**src/rtl/load_store_unit_pkg.sv**
```systemverilog
// Shared definitions for the load/store unit: RV32I funct3 codes, FSM states,
// access sizes and the request decode helpers.
package load_store_unit_pkg;

    localparam logic [2:0] F3_LB  = 3'b000;
    localparam logic [2:0] F3_LH  = 3'b001;
    localparam logic [2:0] F3_LW  = 3'b010;
    localparam logic [2:0] F3_LBU = 3'b100;
    localparam logic [2:0] F3_LHU = 3'b101;
    localparam logic [2:0] F3_SB  = 3'b000;
    localparam logic [2:0] F3_SH  = 3'b001;
    localparam logic [2:0] F3_SW  = 3'b010;

    typedef enum logic [1:0] {
        ST_IDLE,
        ST_ACCESS,
        ST_DONE,
        ST_FAULT
    } lsu_state_e;

    typedef enum logic [1:0] {
        SZ_NONE,
        SZ_BYTE,
        SZ_HALF,
        SZ_WORD
    } access_size_e;

    // SZ_NONE doubles as the "illegal code" marker; stores have no unsigned forms.
    function automatic access_size_e decode_size(input logic is_store, input logic [2:0] funct3);
        access_size_e sz;
        sz = SZ_NONE;
        case (funct3)
            F3_LB:   sz = SZ_BYTE;
            F3_LH:   sz = SZ_HALF;
            F3_LW:   sz = SZ_WORD;
            F3_LBU:  sz = is_store ? SZ_NONE : SZ_BYTE;
            F3_LHU:  sz = is_store ? SZ_NONE : SZ_HALF;
            default: sz = SZ_NONE;
        endcase
        return sz;
    endfunction

    function automatic logic is_misaligned(input access_size_e sz, input logic [1:0] addr_lo);
        logic mis;
        mis = 1'b0;
        case (sz)
            SZ_HALF: mis = addr_lo[0];
            SZ_WORD: mis = |addr_lo;
            default: mis = 1'b0;
        endcase
        return mis;
    endfunction

endpackage

```
**src/rtl/load_store_unit_if.sv**
```systemverilog
// Data-memory bus between the load/store unit (master) and the memory (slave).
interface load_store_unit_if #(
    parameter int WIDTH = 32,
    parameter int DEPTH = 20
);
    logic [DEPTH-1:0] mem_addr;
    logic [WIDTH-1:0] mem_wdata;
    logic [WIDTH-1:0] mem_rdata;
    logic             mem_wr;
    logic             mem_rd;
    logic             mem_one_byte;
    logic             mem_two_bytes;
    logic             mem_four_bytes;

    modport master (
        output mem_addr, mem_wdata, mem_wr, mem_rd,
        output mem_one_byte, mem_two_bytes, mem_four_bytes,
        input  mem_rdata
    );

    modport slave (
        input  mem_addr, mem_wdata, mem_wr, mem_rd,
        input  mem_one_byte, mem_two_bytes, mem_four_bytes,
        output mem_rdata
    );
endinterface

```
**src/rtl/load_store_unit_load_extend.sv**
```systemverilog
// Combinational load-result extension: sign/zero-extends byte and halfword
// loads to WIDTH bits, passes words through.
module load_extend
    import load_store_unit_pkg::*;
#(
    parameter int WIDTH = 32
) (
    input  logic [2:0]       funct3,
    input  logic [WIDTH-1:0] raw,
    output logic [WIDTH-1:0] ext
);
    logic w_is_byte;
    logic w_is_half;
    logic w_fill8;
    logic w_fill16;

    assign w_is_byte = (funct3 == F3_LB) || (funct3 == F3_LBU);
    assign w_is_half = (funct3 == F3_LH) || (funct3 == F3_LHU);
    assign w_fill8   = (funct3 == F3_LB) & raw[7];
    assign w_fill16  = (funct3 == F3_LH) & raw[15];

    genvar gi;
    generate
        for (gi = 0; gi < WIDTH; gi++) begin : g_bit
            if (gi < 8) begin : g_low
                assign ext[gi] = raw[gi];
            end else if (gi < 16) begin : g_mid
                assign ext[gi] = w_is_byte ? w_fill8 : raw[gi];
            end else begin : g_high
                assign ext[gi] = w_is_byte ? w_fill8 : (w_is_half ? w_fill16 : raw[gi]);
            end
        end
    endgenerate

endmodule

```
**src/rtl/load_store_unit.sv**
```systemverilog
// Single-request load/store unit: latches one RV32I load/store, checks it,
// drives one memory access cycle and reports completion or a fault.
module load_store_unit #(
    parameter int WIDTH = 32,
    parameter int DEPTH = 20
) (
    input  logic                clk,
    input  logic                rst,
    input  logic                start,
    input  logic                is_store,
    input  logic [2:0]          funct3,
    input  logic [31:0]         addr_in,
    input  logic [WIDTH-1:0]    wdata_in,
    load_store_unit_if.master   mem,
    output logic [WIDTH-1:0]    rdata_out,
    output logic                busy,
    output logic                done,
    output logic                misaligned,
    output logic                illegal
);
    import load_store_unit_pkg::*;

    lsu_state_e       r_state;
    lsu_state_e       w_state_next;
    access_size_e     r_size;
    logic             r_is_store;
    logic [2:0]       r_funct3;
    logic [DEPTH-1:0] r_addr;
    logic [WIDTH-1:0] r_wdata;
    logic [WIDTH-1:0] r_rdata;
    logic             r_misaligned;
    logic             r_illegal;

    access_size_e     w_size;
    logic             w_illegal;
    logic             w_misaligned;
    logic             w_accept;
    logic             w_access;
    logic             w_finish;
    logic [WIDTH-1:0] w_ext;
    logic             w_unused_addr_hi;

    assign w_size       = decode_size(is_store, funct3);
    assign w_illegal    = (w_size == SZ_NONE);
    assign w_misaligned = !w_illegal && is_misaligned(w_size, addr_in[1:0]);
    assign w_accept     = (r_state == ST_IDLE) && start;
    // High address bits are deliberately dropped so accesses wrap in the memory.
    assign w_unused_addr_hi = ^addr_in;

    load_extend #(.WIDTH(WIDTH)) u_load_extend (
        .funct3 (r_funct3),
        .raw    (mem.mem_rdata),
        .ext    (w_ext)
    );

    always_ff @(posedge clk) begin
        if (rst) begin
            r_state      <= ST_IDLE;
            r_size       <= SZ_NONE;
            r_is_store   <= 1'b0;
            r_funct3     <= 3'b000;
            r_addr       <= '0;
            r_wdata      <= '0;
            r_rdata      <= '0;
            r_misaligned <= 1'b0;
            r_illegal    <= 1'b0;
        end else begin
            r_state <= w_state_next;
            if (w_accept) begin
                r_size       <= w_size;
                r_is_store   <= is_store;
                r_funct3     <= funct3;
                r_addr       <= addr_in[DEPTH-1:0];
                r_wdata      <= wdata_in;
                r_misaligned <= w_misaligned;
                r_illegal    <= w_illegal;
            end
            if ((r_state == ST_ACCESS) && !r_is_store) begin
                r_rdata <= w_ext;
            end
        end
    end

    always_comb begin
        w_state_next        = r_state;
        w_access            = (r_state == ST_ACCESS);
        w_finish            = (r_state == ST_DONE) || (r_state == ST_FAULT);
        mem.mem_addr        = r_addr;
        mem.mem_wdata       = r_wdata;
        mem.mem_rd          = 1'b0;
        mem.mem_wr          = 1'b0;
        mem.mem_one_byte    = 1'b0;
        mem.mem_two_bytes   = 1'b0;
        mem.mem_four_bytes  = 1'b0;
        rdata_out           = r_rdata;
        busy                = (r_state != ST_IDLE);
        done                = 1'b0;
        misaligned          = 1'b0;
        illegal             = 1'b0;

        case (r_state)
            ST_IDLE: begin
                if (start) begin
                    w_state_next = (w_illegal || w_misaligned) ? ST_FAULT : ST_ACCESS;
                end
            end
            ST_ACCESS: w_state_next = ST_DONE;
            ST_DONE:   w_state_next = ST_IDLE;
            ST_FAULT:  w_state_next = ST_IDLE;
            default:   w_state_next = ST_IDLE;
        endcase

        if (w_access) begin
            mem.mem_rd         = !r_is_store;
            mem.mem_wr         = r_is_store;
            mem.mem_one_byte   = (r_size == SZ_BYTE);
            mem.mem_two_bytes  = (r_size == SZ_HALF);
            mem.mem_four_bytes = (r_size == SZ_WORD);
        end

        // Fault flags are only meaningful alongside the completion pulse.
        if (w_finish) begin
            done       = 1'b1;
            misaligned = r_misaligned;
            illegal    = r_illegal;
        end
    end

endmodule

```
**src/flat_wrapper.sv**
```systemverilog
// flat-port wrapper written by rule: the top's interface ports become plain ports
module load_store_unit_flat import load_store_unit_pkg::*;
#(
    parameter int WIDTH = 32,
    parameter int DEPTH = 20
)
  (clk, rst, start, is_store, funct3, addr_in, wdata_in, rdata_out, busy, done, misaligned, illegal, mem_mem_addr, mem_mem_wdata, mem_mem_wr, mem_mem_rd, mem_mem_one_byte, mem_mem_two_bytes, mem_mem_four_bytes, mem_mem_rdata);
  load_store_unit_if #(.WIDTH(WIDTH), .DEPTH(DEPTH)) mem_i ();
  input  logic clk;
  input  logic rst;
  input  logic start;
  input  logic is_store;
  input  logic [2:0] funct3;
  input  logic [31:0] addr_in;
  input  logic [WIDTH-1:0] wdata_in;
  output logic [WIDTH-1:0] rdata_out;
  output logic busy;
  output logic done;
  output logic misaligned;
  output logic illegal;
  output wire logic [$bits(mem_i.mem_addr)-1:0] mem_mem_addr;
  output wire logic [$bits(mem_i.mem_wdata)-1:0] mem_mem_wdata;
  output wire logic [$bits(mem_i.mem_wr)-1:0] mem_mem_wr;
  output wire logic [$bits(mem_i.mem_rd)-1:0] mem_mem_rd;
  output wire logic [$bits(mem_i.mem_one_byte)-1:0] mem_mem_one_byte;
  output wire logic [$bits(mem_i.mem_two_bytes)-1:0] mem_mem_two_bytes;
  output wire logic [$bits(mem_i.mem_four_bytes)-1:0] mem_mem_four_bytes;
  input wire logic [$bits(mem_i.mem_rdata)-1:0] mem_mem_rdata;
  assign mem_mem_addr = mem_i.mem_addr;
  assign mem_mem_wdata = mem_i.mem_wdata;
  assign mem_mem_wr = mem_i.mem_wr;
  assign mem_mem_rd = mem_i.mem_rd;
  assign mem_mem_one_byte = mem_i.mem_one_byte;
  assign mem_mem_two_bytes = mem_i.mem_two_bytes;
  assign mem_mem_four_bytes = mem_i.mem_four_bytes;
  assign mem_i.mem_rdata = mem_mem_rdata;
  load_store_unit #(.WIDTH(WIDTH), .DEPTH(DEPTH)) u_core (.clk(clk), .rst(rst), .start(start), .is_store(is_store), .funct3(funct3), .addr_in(addr_in), .wdata_in(wdata_in), .mem(mem_i), .rdata_out(rdata_out), .busy(busy), .done(done), .misaligned(misaligned), .illegal(illegal));
endmodule
```
**config.mk**
```make
export PLATFORM = sky130hd
export DESIGN_NAME = load_store_unit_flat
export DESIGN_NICKNAME = d
export VERILOG_FILES = /design/src/rtl/load_store_unit_pkg.sv /design/src/rtl/load_store_unit_if.sv /design/src/rtl/load_store_unit_load_extend.sv /design/src/rtl/load_store_unit.sv /design/src/flat_wrapper.sv
export SDC_FILE = /design/constraint.sdc
export NUM_CORES = 1
export LEC_CHECK = 0
export ABC_CLOCK_PERIOD_IN_PS = 3500
export CORE_AREA = 10 10 102 104
export CTS_BUF_LIST = sky130_fd_sc_hd__clkbuf_8
export DETAILED_ROUTE_END_ITERATION = 12
export DIE_AREA = 0 0 112 114
export PLACE_DENSITY = 0.89
export SLEW_MARGIN = 20
export SYNTH_ARGS = -nofsm -noshare
export SYNTH_HDL_FRONTEND = slang
export SYNTH_SLANG_ARGS = --single-unit
```
**constraint.sdc**
```tcl
create_clock -name clk -period 3.5 [get_ports clk]
set_input_delay 1.05 -clock clk [delete_from_list [all_inputs] [get_ports clk]]
set_output_delay 1.05 -clock clk [all_outputs]
set_load 0.005 [all_outputs]
```
* Word level (Yosys, flattened, before mapping)
Index checks and enable logic that the tools add are counted.
** Storage, ports and cells
- Bits in registers :: 94
- Bits in latches :: 0
- RAM bits :: 0
- Bits in read-only memories :: 0
- Memories kept :: 0
** Cells by class
- $add $sub $neg :: 0
- Multiply operators :: 0
- Divide/modulo/power cells :: 0
- Order comparisons :: 0
- Equality and inequality tests :: 16
- Shift operators :: 0
- Multiplexer cells :: 55
- Bitwise operators :: 2
- Reduce and logical (&&, ||, !) cells :: 16
** Operator list (count)
- 1-bit two-way mux :: 49
- 2-bit == test, second input constant :: 6
- 3-bit == test, second input constant :: 4
- 2-bit one-hot mux with 5 select lines :: 1
- 3-bit by 1-bit == test with 1-bit output, second input constant :: 2
- 3-bit zero test :: 2
- 2-bit two-way mux :: 3
- 2-bit one-hot mux with 3 select lines :: 1
- 2-bit by 1-bit == test with 1-bit output, second input constant :: 2
- 2-bit zero test :: 2
- 1-bit logical OR :: 4
- 2-bit OR reduction :: 2
- 3-bit by 2-bit == test with 1-bit output, second input constant :: 1
- 1-bit logical AND :: 3
- 1-bit AND :: 2
- 1-bit zero test :: 2
- 2-bit inequality test, second input constant :: 1
- 1-bit one-hot mux with 2 select lines :: 1
- 2-bit nonzero test :: 1

* Depth between registers and ports, before layout
Gate-level depths: netlist of the first run.
- Word-level depth :: 9
- Depth in mapped cells :: 7

* Hierarchy
Synthesis of the first run repeated with hierarchy kept, for this count alone.
** Unflattened totals
- Cell total of the unflattened synthesis :: 492
- Area total of the unflattened synthesis :: 3748.6 µm²
** By module, submodules not included
- load_store_unit :: times used 1, cells each 425, area each 3392.0 µm², seq. area each 1881.8 µm²
- load_extend :: times used 1, cells each 67, area each 356.6 µm², seq. area each 0.0 µm²

* Worst setup path before layout of the first run
Ideal clock, no wire load.
- Kind :: flip-flop to output port
- Start point :: register u_core.r_state[0]
- End point :: output mem_mem_rd
- Data arrival time :: 0.981 ns
- Data required time :: 2.450 ns
- Path slack :: 1.469 ns
- Stages on the path, launching flop included :: 6
- Buffers on the path :: 2
- Cells stage by stage :: dfxtp_1 -> nor2b_4 -> nand2b_1 -> buf_6 -> inv_2 -> buf_2
** On the way
- Word-level cells in the longest chain between the ends :: 2
** Ends and longest elaborated chain
- start: declaration :: line load_store_unit.sv:23 : lsu_state_e r_state;
- start signal: assignment :: line load_store_unit.sv:68 : r_state <= w_state_next;
- 2-bit by 1-bit == test with 1-bit output :: line load_store_unit.sv:86 : w_access = (r_state == ST_ACCESS);
- 1-bit two-way mux :: line load_store_unit.sv:113 : if (w_access) begin
- end: declaration :: line flat_wrapper.sv:24 : output wire logic [$bits(mem_i.mem_rd)-1:0] mem_mem_rd;
Every way passes these cells.

* Worst setup path in the final report of the first run
Same ends and word-level chain as after synthesis.

==> reports/metrics.cfg, run 1 <==
[outcome]
status=completed

[cells_and_area]
nNetsFinal=702
drive_above_1_share=0.0415
regArea_um2=1880
n_fill_cell=687
fin_util=0.662
final_area_um2=5610
insertedDiodeCount=0
multi_input_comb_area_um2=1450
syn_to_final_growth_pct=60.2

[grt]
grt_pass1_wl_um=18500
grt_antenna_before_repair=0
track_usage=0.173
grt_max_degree=55
grt-ovfl-total=0
grt_pass1_vias=3679

[clock_network]
clock_latency_ns=0.35
clk_path_buf_depth=2
cts_root_buffer=clkbuf_8
cts_tree=yes
cts_hold_buf=0
cts_setup_buffers=0
htreeDepth=3
clkSinkCount=94
numCtsBuffers=9
cts_resized=0
path_clk_slew_ns=0.09

[floorplan]
core_area_um2=8470
dieWidth_um=112
io_pins=196
start_util=0.413
die-area_um2=12800
rows=34
fp.dieH_um=114

[routing]
post-route-drc-count=0
first_iter_violations=210
ant_nets=0
drtPass1Iterations=4
vias=3541
drt_wl_total_um=11500
wl_per_cell_um=16.2
vias_per_cell=4.98

[timing]
timing.hold.ws_ns=0.457
tightest_slew_ns=0.953
min_period_ns=2.77
min_period_over_period=0.791
finalHoldViolCount=0
rsz0062_at_grt=no
fmax_mhz=361
max_slew_margin=0.364
tns_ns=0
finalSetupViolCount=0
skew_ns=0.00966
fin_ws_ns=0.731
finalMaxSlewViolations=0

[setup_path]
cp.required_ns=2.45
path_class=flip-flop to primary output
cp.arrival_ns=1.72
endpoint_kind=primary output
cp-start-kind=flip-flop
crit_chain=nor2b_4, nand2b_1, inv_2, clkdlybuf4s50_1
critPathMaxStageDelay_ns=0.52
critPathSlowestCell=clkdlybuf4s50_1
path_max_fanout=5

[place]
port_buffers=183
place_ws_ns=0.735
place_congestion=0.773
dpl_cell_area_um2=5350
dp_hpwl_um=8660

[synth]
synthTopCellsByArea=dfxtp_1 (54%), nand2_1 (15%), a21oi_1 (9.4%), a211oi_1 (3.6%), nor2_1 (3.6%)
async_reset_ff_frac=0
synth_edf_count=0
netlist_area_um2=3500
yosys_warnings=0
synth_nets=538
synth_cell_types=28
seq_area_frac_synth=0.538
postSynthCellCount=435
yosysTopAreaCell=dfxtp_1
synth_ff_type=dfxtp_1
syn_area_per_cell_um2=8.04
synth-seq-cells=94
yosys.area.top_type_share=0.538

[run]
cap_violations=0

[power_and_ir_drop]
irDropWorstVdd_v=0.000312
power_density_nw_per_um2=457
p_leak_uw=0.00203

[worst_hold_path]
hold_class=flip-flop to flip-flop

==> critical path, delay by kind of cell, from the launching register on <==
kind | cells | cell delay (ns)
buffers and inverters | 2 | 0.58
flip-flops | 1 | 0.44
AND/OR/NAND/NOR | 2 | 0.35
==> logic make-up (layout without fill, tap and decap cells) <==
| group | after synthesis | after routing | synth area share |
|---|---|---|---|
| AO/OA/AOI/OAI | 104 | 104 | 0.174 |
| XOR/XNOR | 1 | 1 | 0.00250 |
| buffers and inverters | 38 | 206 | 0.0515 |
| flip-flops | 94 | 94 | 0.538 |
| multiplexers | 1 | 1 | 0.00286 |
| AND/OR/NAND/NOR | 197 | 197 | 0.231 |
==> layout make-up <==
class	count	share of cell area
clock inverter	6	0.0228
inverter	2	0.00134
sequential	94	0.336
multi-input combinational	303	0.258
tap	108	0.0241
timing repair buffer	189	0.336
clock buffer	9	0.0221
==> cell usage after synthesis, types with 2 or more instances <==
library cell	instances
buf_6	2
a21oi_1	66
o21ai_0	9
buf_1	4
clkbuf_1	18
a311oi_1	8
nor2_1	34
dfxtp_1	94
buf_4	3
buf_2	9
a211oi_1	17
nand2_1	138
and2_1	3
nor3_1	16
==> sequential cells by signal, summed over array words and instances (netlist names) <==
name / count
u_core.r_misaligned: 1
u_core.mem.mem_addr: 20
u_core.r_state: 2
u_core.r_illegal: 1
u_core.rdata_out: 32
u_core.r_funct3: 3
u_core.r_is_store: 1
u_core.r_size: 2
u_core.mem.mem_wdata: 32
==> metal layers <==
layer | vias up | part of all wire | GRT usage
li1 | 1772 | - | -
met1 | 1631 | 0.39 | 0.186
met2 | 127 | 0.51 | 0.302
met3 | 11 | 0.094 | 0.0798
met4 | 0 | 0.013 | 0.0440
met5 | - | 0 | 0
==> power by group <==
group          switching, uW  internal, uW  total [uW]  leakage, uW
combinational            201           270         472      0.00112
clock                    362           539         900     0.000132
sequential              47.9          1140        1190     0.000770
total                    611          1950        2560      0.00203
==> final timing paths <==
check / depth (start not counted) / from / slack [ns] / endpoint
worst max-delay path: 4 / u_core.r_state[0] / 0.73 / mem_mem_rd
worst min-delay path: 2 / u_core.mem.mem_wdata[19] / 0.46 / u_core.mem.mem_wdata[19]
worst max register to register: 5 / u_core.r_state[1] / 1.64 / u_core.mem.mem_wdata[21]
worst min register to register: 2 / u_core.mem.mem_wdata[19] / 0.46 / u_core.mem.mem_wdata[19]
==> cell usage in the layout (no fill, tap or decap), drive strengths merged, types with 3 or more instances in the layout <==
master,n
nor3,17
inv,4
a311oi,8
nand2,138
a211oi,17
buf,7
dfxtp,94
clkbuf,9
bufinv,4
clkdlybuf4s50,182
and2,3
a21oi,66
o21ai,9
nor2,34
==> metrics by stage <==
stage	std cells	total power, uW
floorplan	435	1400
global placement	696	1670
detailed placement	696	1690
CTS	711	2590
global route	711	2690
finish	711	2560
No activity file was read; power rests on OpenSTA's default activity.
==> run 2, diff against run 1 <==
Settings changed: ABC_CLOCK_PERIOD_IN_PS 3500 to 2550, CORE_AREA 10 10 102 104 to 10 10 105 107, DIE_AREA 0 0 112 114 to 0 0 115 117, PLACE_DENSITY 0.89 to 0.85.
Clock period 3.5 ns to 2.55 ns, I/O delays scaled along.
==> run 2 against run 1 <==
First-iteration DRC count fell by 21%. Critical path type unchanged. Clock skew fell by 0.0035 ns. Routed wire length rose by 0.93%. Register-to-register slack got worse by 0.86 ns. Sequential cell count did not move. Die area rose by 5.4%. Via count fell by 0.56%. Global-route usage fell by 0.68 points.
==> reports/metrics.cfg, run 2 (same netlist as run 1, synthesis figures left out) <==
[timing]
finalSetupViolCount=0  ; unchanged
tightest_slew_ns=0.886  ; -0.0664 ns
finalMaxSlewViolations=0  ; unchanged
max_slew_margin=0.408  ; +0.0443
fin_ws_ns=0.140  ; -0.591 ns
fmax_mhz=415
min_period_over_period=0.945
finalHoldViolCount=0  ; unchanged
skew_ns=0.00616  ; -0.00350 ns
rsz0062_at_grt=no
tns_ns=0  ; unchanged
min_period_ns=2.41

[floorplan]
io_pins=196  ; unchanged
fp.dieH_um=117  ; +2.6%
start_util=0.388  ; -0.0254
core_area_um2=9020  ; +6.6%
die-area_um2=13500  ; +5.4%
rows=35  ; +2.9%
dieWidth_um=115  ; +2.7%

[clock_network]
clkSinkCount=94  ; unchanged
cts_root_buffer=clkbuf_8
clk_path_buf_depth=2  ; unchanged
cts_tree=yes
clock_latency_ns=0.34  ; about the same
cts_setup_buffers=0  ; unchanged
htreeDepth=3  ; unchanged
path_clk_slew_ns=0.09  ; about the same
numCtsBuffers=9  ; unchanged

[setup_path]
reg2reg_from=u_core.r_funct3[1]
r2r_slack_ns=0.78  ; -0.86 ns
cp.arrival_ns=1.64  ; -0.08 ns
path_class=flip-flop to primary output
cp.required_ns=1.79  ; -0.66 ns
path_max_fanout=7  ; +2
reg2regPathDepth=2  ; -3
cp-start-kind=flip-flop
endpoint_kind=primary output
r2r_end=u_core.rdata_out[12]

[grt]
grt-ovfl-total=0  ; unchanged
grt_pass1_vias=3600  ; -2.1%
grt_max_degree=62  ; +13%
grt_pass1_wl_um=18400  ; -0.60%
grt_antenna_before_repair=0  ; unchanged
track_usage=0.166  ; -0.00676

[routing]
post-route-drc-count=0  ; unchanged
drt_wl_total_um=11600  ; +0.93%
vias=3521  ; -0.56%
vias_per_cell=4.90  ; -1.5%
wl_per_cell_um=16.2  ; about the same
first_iter_violations=165  ; -21%
ant_nets=0  ; unchanged
drtPass1Iterations=5  ; +1

[run]
cap_violations=0  ; unchanged

[place]
place_ws_ns=0.192  ; -0.543 ns
port_buffers=183  ; unchanged
dp_hpwl_um=8860  ; +2.3%
place_congestion=0.766  ; -0.88%
dp_cells=702  ; +0.86%

[power_and_ir_drop]
power_density_nw_per_um2=571  ; +25%
power_frac_clock=0.279  ; -0.072
p_leak_uw=0.00199  ; -1.6%
power.switching_uw=854  ; +40%
power_frac_seq=0.514  ; +0.049
internal_power_uw=2320  ; +19%
switching_share=0.269  ; +0.0305
irDropWorstVdd_v=0.000326  ; +4.4%
combPwrFrac=0.207  ; +0.023

[cells_and_area]
syn_to_final_growth_pct=59.2
n_fill_cell=779  ; +13%
mostFrequentLayoutCells=clkdlybuf4s50_1 (182), nand2_1 (137), dfxtp_1 (93)
drive_above_1_share=0.0511  ; +0.00961
insertedDiodeCount=0  ; unchanged
nNetsFinal=705  ; +0.43%
final_common_cell=clkdlybuf4s50_1
final_cells=718  ; +0.98%

[outcome]
status=completed

[worst_hold_path]
min_from=u_core.mem.mem_addr[16]
min_to=u_core.mem.mem_addr[16]
min_path_cells=2  ; unchanged
hold_class=flip-flop to flip-flop

==> run 2: final cells by class <==
cell class	instances	area (um2)	area share
repair buffers	192	1920	0.345
flip-flops and latches	94	1880	0.338
multi-input cells	303	1450	0.259
well taps	111	139	0.0249
clock buffers	10	138	0.0247
clock inverters	6	38.8	0.00696
inverters	2	7.51	0.00135
==> run 2: power by group through the flow <==
stage,clock [uW],sequential [uW],combinational [uW]
global route,984,1650,724
finish,887,1630,657
global placement,0,1660,647
detailed placement,0,1670,663
CTS,916,1640,667
floorplan,0,1660,259
==> run 2: worst max path at each step <==
stage / cells after the start / endpoint / startpoint
global placement: 3 / u_core.rdata_out[15] / mem_mem_rdata[7]
finish: 4 / mem_mem_rd / u_core.r_state[1]
detailed placement: 5 / u_core.rdata_out[16] / mem_mem_rdata[7]
floorplan: 5 / mem_mem_rd / u_core.r_state[0]
global route: 4 / mem_mem_two_bytes / u_core.r_state[0]
CTS: 4 / mem_mem_rd / u_core.r_state[0]
==> run 2: metrics by stage <==
stage / power (uW) / hold slack (ns) / instance area [um2] / utilization
finish: 3180 / 0.458 / 5570 / 0.617
floorplan: 1920 / 0.432 / 3500 / -
global route: 3360 / 0.473 / 5570 / 0.617
global placement: 2310 / 0.441 / 5390 / 0.598
CTS: 3220 / 0.459 / 5570 / 0.617
detailed placement: 2330 / 0.445 / 5390 / 0.598
==> run 2: metal layers <==
metal	track usage	wire, um	up-vias
met3	0.0719	1150	11
met1	0.178	4400	1621
met2	0.292	5940	112
met5	0	0	-
met4	0.0437	125	0
li1	-	-	1777
==> run 2: worst max-delay path: stages (launching register included) <==
cell and delay (ns):
dfxtp_1 0.42, nor2b_4 0.19, nand2b_1 0.11, inv_2 0.07, clkdlybuf4s50_1 0.52
==> run 2: timing repair <==
action                                  in CTS  in global routing
gates resized for setup                      0                  1
hold buffers                                 0                  0
endpoints found under the setup margin       0                  4
hold endpoints to repair                     0                  0
